[config.mk]
export PLATFORM = sky130hd
export DESIGN_NAME = sh7604_ibus_master
export DESIGN_NICKNAME = d
export VERILOG_FILES = /design/src/rtl/sh7604_ibus_master.sv
export SDC_FILE = /design/constraint.sdc
export NUM_CORES = 1
export LEC_CHECK = 0
export ABC_CLOCK_PERIOD_IN_PS = 2200
export BUFFER_PORTS_ARGS = -buffer_cell sky130_fd_sc_hd__buf_2
export CORE_MARGIN = 2
export CORE_UTILIZATION = 49
export DETAILED_ROUTE_END_ITERATION = 10
export PLACE_DENSITY = 0.81
export SLEW_MARGIN = 5
export SYNTH_ARGS = -nofsm -noshare
export SYNTH_HDL_FRONTEND = slang
export SYNTH_SLANG_ARGS = --single-unit
[constraint.sdc]
create_clock -name CLK -period 2.2 [get_ports CLK]
set_input_delay 0.44 -clock CLK [delete_from_list [all_inputs] [get_ports CLK]]
set_output_delay 0.44 -clock CLK [all_outputs]
set_load 0.005 [all_outputs]
[src/rtl/sh7604_ibus_master.sv]
// SH7604 internal peripheral bus initiator: DMAC/CPU arbitration, one IBUS transaction at a time,
// big-endian lane generation, wait-state handling and error reporting.
module sh7604_ibus_master #(
  parameter int WAIT_MAX = 255
) (
  input  logic        CLK,
  input  logic        RST_N,
  input  logic        CE_R,
  input  logic        CE_F,
  input  logic        EN,
  input  logic [31:0] CPU_A,
  input  logic [31:0] CPU_DI,
  input  logic [1:0]  CPU_SZ,
  input  logic        CPU_WE,
  input  logic        CPU_REQ,
  output logic [31:0] CPU_DO,
  output logic        CPU_ACK,
  output logic        CPU_ERR,
  input  logic [31:0] DMA_A,
  input  logic [31:0] DMA_DI,
  input  logic [1:0]  DMA_SZ,
  input  logic        DMA_WE,
  input  logic        DMA_REQ,
  output logic [31:0] DMA_DO,
  output logic        DMA_ACK,
  output logic        DMA_ERR,
  output logic [31:0] IBUS_A,
  output logic [31:0] IBUS_DO,
  input  logic [31:0] IBUS_DI,
  output logic [3:0]  IBUS_BA,
  output logic        IBUS_WE,
  output logic        IBUS_REQ,
  input  logic        IBUS_BUSY,
  input  logic        IBUS_ACT
);

  typedef enum logic [1:0] {S_IDLE, S_BUS, S_DONE} state_t;

  localparam logic [7:0] LP_WAIT_MAX = 8'(WAIT_MAX);

  state_t      r_state;
  logic        r_gnt_dma;
  logic [1:0]  r_a_lo;
  logic [1:0]  r_sz;
  logic        r_we;
  logic [7:0]  r_cnt;
  logic [31:0] r_ibus_a, r_ibus_do, r_cpu_do, r_dma_do;
  logic [3:0]  r_ibus_ba;
  logic        r_ibus_we, r_ibus_req;
  logic        r_cpu_ack, r_cpu_err, r_dma_ack, r_dma_err;

  logic        w_req;
  logic [31:0] w_a, w_di;
  logic [1:0]  w_sz;
  logic        w_we, w_misalign, w_bus_ok, w_bus_fin;
  logic [3:0]  w_ba;
  logic [31:0] w_wd, w_rd;
  logic [7:0]  w_cnt_inc;
  logic        w_unused;

  assign w_unused  = CE_F;
  assign w_req     = DMA_REQ | CPU_REQ;
  assign w_a       = DMA_REQ ? DMA_A  : CPU_A;
  assign w_di      = DMA_REQ ? DMA_DI : CPU_DI;
  assign w_sz      = DMA_REQ ? DMA_SZ : CPU_SZ;
  assign w_we      = DMA_REQ ? DMA_WE : CPU_WE;
  assign w_cnt_inc = r_cnt + 8'd1;
  assign w_bus_ok  = IBUS_ACT & ~IBUS_BUSY;
  // ACT has precedence: a missing slave ends the cycle whatever BUSY says
  assign w_bus_fin = ~IBUS_ACT | ~IBUS_BUSY | (w_cnt_inc == LP_WAIT_MAX);

  // Size 3 (reserved) falls into the long branches
  always_comb begin
    w_misalign = 1'b0;
    w_ba       = 4'b1111;
    w_wd       = w_di;
    case (w_sz)
      2'd0: begin
        w_ba = 4'b1000 >> w_a[1:0];
        w_wd = {4{w_di[7:0]}};
      end
      2'd1: begin
        w_misalign = w_a[0];
        w_ba       = w_a[1] ? 4'b0011 : 4'b1100;
        w_wd       = {2{w_di[15:0]}};
      end
      default: w_misalign = (w_a[1:0] != 2'b00);
    endcase
  end

  always_comb begin
    w_rd = IBUS_DI;
    case (r_sz)
      2'd0: begin
        case (r_a_lo)
          2'd0:    w_rd = {24'd0, IBUS_DI[31:24]};
          2'd1:    w_rd = {24'd0, IBUS_DI[23:16]};
          2'd2:    w_rd = {24'd0, IBUS_DI[15:8]};
          default: w_rd = {24'd0, IBUS_DI[7:0]};
        endcase
      end
      2'd1:    w_rd = r_a_lo[1] ? {16'd0, IBUS_DI[15:0]} : {16'd0, IBUS_DI[31:16]};
      default: w_rd = IBUS_DI;
    endcase
  end

  always_ff @(posedge CLK or negedge RST_N) begin
    if (!RST_N) begin
      r_state    <= S_IDLE;
      r_gnt_dma  <= 1'b0;
      r_a_lo     <= 2'd0;
      r_sz       <= 2'd0;
      r_we       <= 1'b0;
      r_cnt      <= 8'd0;
      r_ibus_a   <= 32'd0;
      r_ibus_do  <= 32'd0;
      r_ibus_ba  <= 4'd0;
      r_ibus_we  <= 1'b0;
      r_ibus_req <= 1'b0;
      r_cpu_do   <= 32'd0;
      r_dma_do   <= 32'd0;
      r_cpu_ack  <= 1'b0;
      r_cpu_err  <= 1'b0;
      r_dma_ack  <= 1'b0;
      r_dma_err  <= 1'b0;
    end else if (EN && CE_R) begin
      case (r_state)
        S_IDLE: begin
          if (w_req) begin
            r_gnt_dma <= DMA_REQ;
            r_a_lo    <= w_a[1:0];
            r_sz      <= w_sz;
            r_we      <= w_we;
            if (w_misalign) begin
              r_state   <= S_DONE;
              r_cpu_ack <= ~DMA_REQ;
              r_cpu_err <= ~DMA_REQ;
              r_dma_ack <= DMA_REQ;
              r_dma_err <= DMA_REQ;
              if (DMA_REQ) r_dma_do <= 32'd0;
              else         r_cpu_do <= 32'd0;
            end else begin
              r_state    <= S_BUS;
              r_cnt      <= 8'd0;
              r_ibus_a   <= {w_a[31:2], 2'b00};
              r_ibus_ba  <= w_ba;
              r_ibus_do  <= w_wd;
              r_ibus_we  <= w_we;
              r_ibus_req <= 1'b1;
            end
          end
        end
        S_BUS: begin
          if (IBUS_ACT && IBUS_BUSY) r_cnt <= w_cnt_inc;
          if (w_bus_fin) begin
            r_state    <= S_DONE;
            r_ibus_req <= 1'b0;
            r_cpu_ack  <= ~r_gnt_dma;
            r_cpu_err  <= ~r_gnt_dma & ~w_bus_ok;
            r_dma_ack  <= r_gnt_dma;
            r_dma_err  <= r_gnt_dma & ~w_bus_ok;
            // successful writes leave the client's read data untouched
            if (!w_bus_ok || !r_we) begin
              if (r_gnt_dma) r_dma_do <= w_bus_ok ? w_rd : 32'd0;
              else           r_cpu_do <= w_bus_ok ? w_rd : 32'd0;
            end
          end
        end
        default: begin
          r_state   <= S_IDLE;
          r_cpu_ack <= 1'b0;
          r_cpu_err <= 1'b0;
          r_dma_ack <= 1'b0;
          r_dma_err <= 1'b0;
        end
      endcase
    end
  end

  assign IBUS_A   = r_ibus_a;
  assign IBUS_DO  = r_ibus_do;
  assign IBUS_BA  = r_ibus_ba;
  assign IBUS_WE  = r_ibus_we;
  assign IBUS_REQ = r_ibus_req;
  assign CPU_DO   = r_cpu_do;
  assign CPU_ACK  = r_cpu_ack;
  assign CPU_ERR  = r_cpu_err;
  assign DMA_DO   = r_dma_do;
  assign DMA_ACK  = r_dma_ack;
  assign DMA_ERR  = r_dma_err;

endmodule

==> results by group <==
STA
  – Fin crit share: 0.947
  – Finish-stage setup viols: 0
  – Final Hold Fails: 0
  – Clock Skews: 10.7 ps
  – Final WS setup: 117 ps
  – Total Neg Setup Slack: 0 ps
  – Minimum clock period: roughly 2100 ps
  – Max-slew violations: 0
  – Slew headroom: 0.573
  – RSZ-0062 raised after global routing: false
  – Hold WS: 288 ps
  – Transition time of the tightest slew-check pin: 634 ps
  – FMAX: 0.480 GHz

Synth
  – Ys flop type: dfrtp_1
  – Cell Area, Synth: 0.00783 mm²
  – Sequential area share after synthesis: 0.486
  – Ys Warns: 0
  – Yosys cell types: 59
  – Yosys reg bits: 152
  – Syn_area_per_cell: 10.4 µm²
  – Post-synth ARST share: 1.00
  – EDFF count, synth: 0
  – Synth Instances: around 750

Final layout
  – Share of layout cells above drive strength 1: 0.400
  – Area growth syn-to-layout: 33.2%
  – Design Area, Final: 0.0104 mm²
  – Nets: approximately 1200

Floorplan
  – I/O Pins: around 310
  – Row Count: 46
  – Chip width: between 100 and 150 µm
  – Die area: ~0.017 mm²
  – Initial Util: 0.496
  – Height of the die: 130 µm
  – Core area: 0.0158 mm²

Place
  – Dpl hpwl: between 15000 and 20000 µm
  – # port buffers: ~310
  – DP Area: slightly below 0.01 mm²
  – Final RePlAce weighted congestion: 0.944
  – Place WS: 77.7 ps

Pwr
  – Peak VDD IR: about 590 µV
  – Total power: 10.2 mW
  – Leak: roughly 5.4 nW
  – Pwr Density: 976 mW/mm²

Worst setup path
  – Worst R2R Setup Slack: 120 ps
  – CP startpoint: r_state[0]
  – RR Startpoint: r_state[0]
  – Worst Reg-to-Reg Cells: 6
  – Type of origin of the critical path: flop
  – Worst reg2reg path endpoint: CPU_DO[9]
  – Setup crit end kind: flop
  – Worst path bufs/invs: 2
  – CP max FO: 32
  – Slowest CP cell: dfrtp_1
  – CP Cell Sequence: nand2b_1, inv_1, nand3_1, o211ai_2, buf_12, mux2_2
  – Family with the most delay on the worst path: flip-flops
  – Critical Path RT: 2500 ps
  – Slowest stage delay, CP: between 500 and 600 ps
  – Setup CP Type: reg -> reg
  – WP depth: 6
  – CP arrival: 2380 ps
  – Worst setup endpoint: CPU_DO[9]

GRT
  – Largest net degree at the start of global routing: between 50 and 60
  – Global route total overflow: 0
  – First-pass GRT wire length: between 30000 and 40000 µm
  – Initial antenna violation count: 3
  – Vias in the first global route: 7174
  – Tot GR Track Use: 0.294

Job
  – Max-Cap Viols: 0

CTS
  – Setup Buffers After CTS: 0
  – CTS root buffer: clkbuf_16
  – Clk_lat worst skew: 420 ps
  – Maximum clock path buffer count: 2
  – Inserted Clock Buffers: 17
  – H-tree depth: 4
  – Clk slew on worst S/H paths: 60 ps
  – CTS tree: done
  – CTS sink cnt: 152

Routing
  – Drt via density: approximately 5.6
  – Detail Route Antenna Nets: 0
  – DRC Markers: 0
  – Drt total wl: 25000 µm
  – DRT iter0 DRCs: 586
  – Vias post-DR: 7319
  – DR pass1 iterations: 5
  – Avg WL per Cell: 19.3 µm

Min path
  – HP Class: in -> reg

Run status
  – Outcome: complete, no violations
-- metrics by stage --
step / instances / util
2_1_floorplan: 750 / -
6_report: 1296 / 0.661
3_3_place_gp: 1258 / 0.620
4_1_cts: 1291 / 0.660
5_1_grt: 1294 / 0.661
3_5_place_dp: 1258 / 0.620
-- worst min path at each step --
stage / slack (ps) / endpoint / cells past startpoint / startpoint
floorplan: 140 / CPU_ACK / 0 / RST_N
global placement: 410 / CPU_DO[23] / 1 / RST_N
detailed placement: 420 / CPU_DO[28] / 1 / RST_N
CTS: 270 / DMA_DO[30] / 2 / IBUS_DI[30]
global route: 280 / DMA_DO[19] / 2 / IBUS_DI[19]
finish: 290 / DMA_DO[16] / 2 / IBUS_DI[16]
-- cells in the mapped netlist, types with 8 or more instances --
library cell  instances  area (µm²)
a211oi_1              8        60.1
a21oi_1              30         150
a22o_1               35         307
a22oi_1               8        60.1
buf_2                20         100
buf_4                 8        60.1
clkbuf_1             24        90.1
dfrtp_1             152        3800
mux2_2               19         214
mux2_4               12         180
mux2i_1              53         531
mux4_2               11         248
nand2_1              90         338
nand3_1              14        70.1
nand4_1               9        56.3
nor2_1               50         188
nor2b_1              12        75.1
nor3_1                8        40.0
o21ai_0              68         340
o22a_1               16         140
o22ai_1              12        75.1
or4_1                10        75.1
-- per-layer routing --
layer | up-vias | track usage | wire length, µm
met3 | 70 | 0.0733 | 2110
met4 | 0 | 0.145 | 975
met1 | 3464 | 0.332 | 9020
li1 | 3389 | - | -
met5 | - | 0 | 0
met2 | 396 | 0.521 | 12900
-- registers in the layout, indices dropped and copies added, names as in the netlist, 2 cells and up --
register / flops
r_state: 2
r_sz: 2
IBUS_A: 30
r_cnt: 8
IBUS_DO: 32
r_a_lo: 2
CPU_DO: 32
IBUS_BA: 4
DMA_DO: 32
-- cells by family after synthesis --
kind of cell / count (synthesis) / synth area share
flip-flops: 152 / 0.486
XOR/XNOR: 2 / 0.00224
buffers and inverters: 61 / 0.0382
adder cells (fa/ha/maj): 2 / 0.00320
AND/OR/NAND/NOR: 220 / 0.134
AO/OA/AOI/OAI: 216 / 0.186
multiplexers: 95 / 0.150
other: 1 / 0.000479
-- area by class of cell --
class,count,area (µm²)
clock inverter,13,170
inverter,6,22.5
fill,1293,5340
multi-input combinational,537,3740
timing repair buffer,348,1960
clock buffer,19,443
tap,216,270
antenna,5,12.5
sequential,152,3800
-- repair_timing --
action,CTS,global route
setup endpoints to repair,0,7
hold endpoints to repair,46,0
hold buffers,1,0
gates resized for setup,0,1
-- cell usage in the layout (no fill, tap or decap), types with 4 or more instances in the layout --
cell type  count
o21bai_1       7
nand3_1       14
a21oi_1       30
inv_1          6
nand2b_1       5
nand2_1       89
a31oi_1        4
o21ai_0       68
clkbuf_16     17
nor2b_1       12
mux2i_1       53
and4_1         7
diode_2        5
nor3_1         8
nor2_1        50
o211ai_1       4
o22ai_1       12
or4_1         10
dfrtp_1      152
clkinv_4       4
buf_12         9
o22a_1        16
mux2_4        12
a22o_1        35
mux4_2        11
buf_4         30
a22oi_1        8
buf_2        307
o21a_1         4
mux2_2        19
nand4_1        9
a211oi_1       8
-- where the power goes --
group	switching, mW	internal (mW)
clock network	1.20	1.83
registers	0.557	3.60
logic	1.59	1.40
No activity file was read; power rests on OpenSTA's default activity.
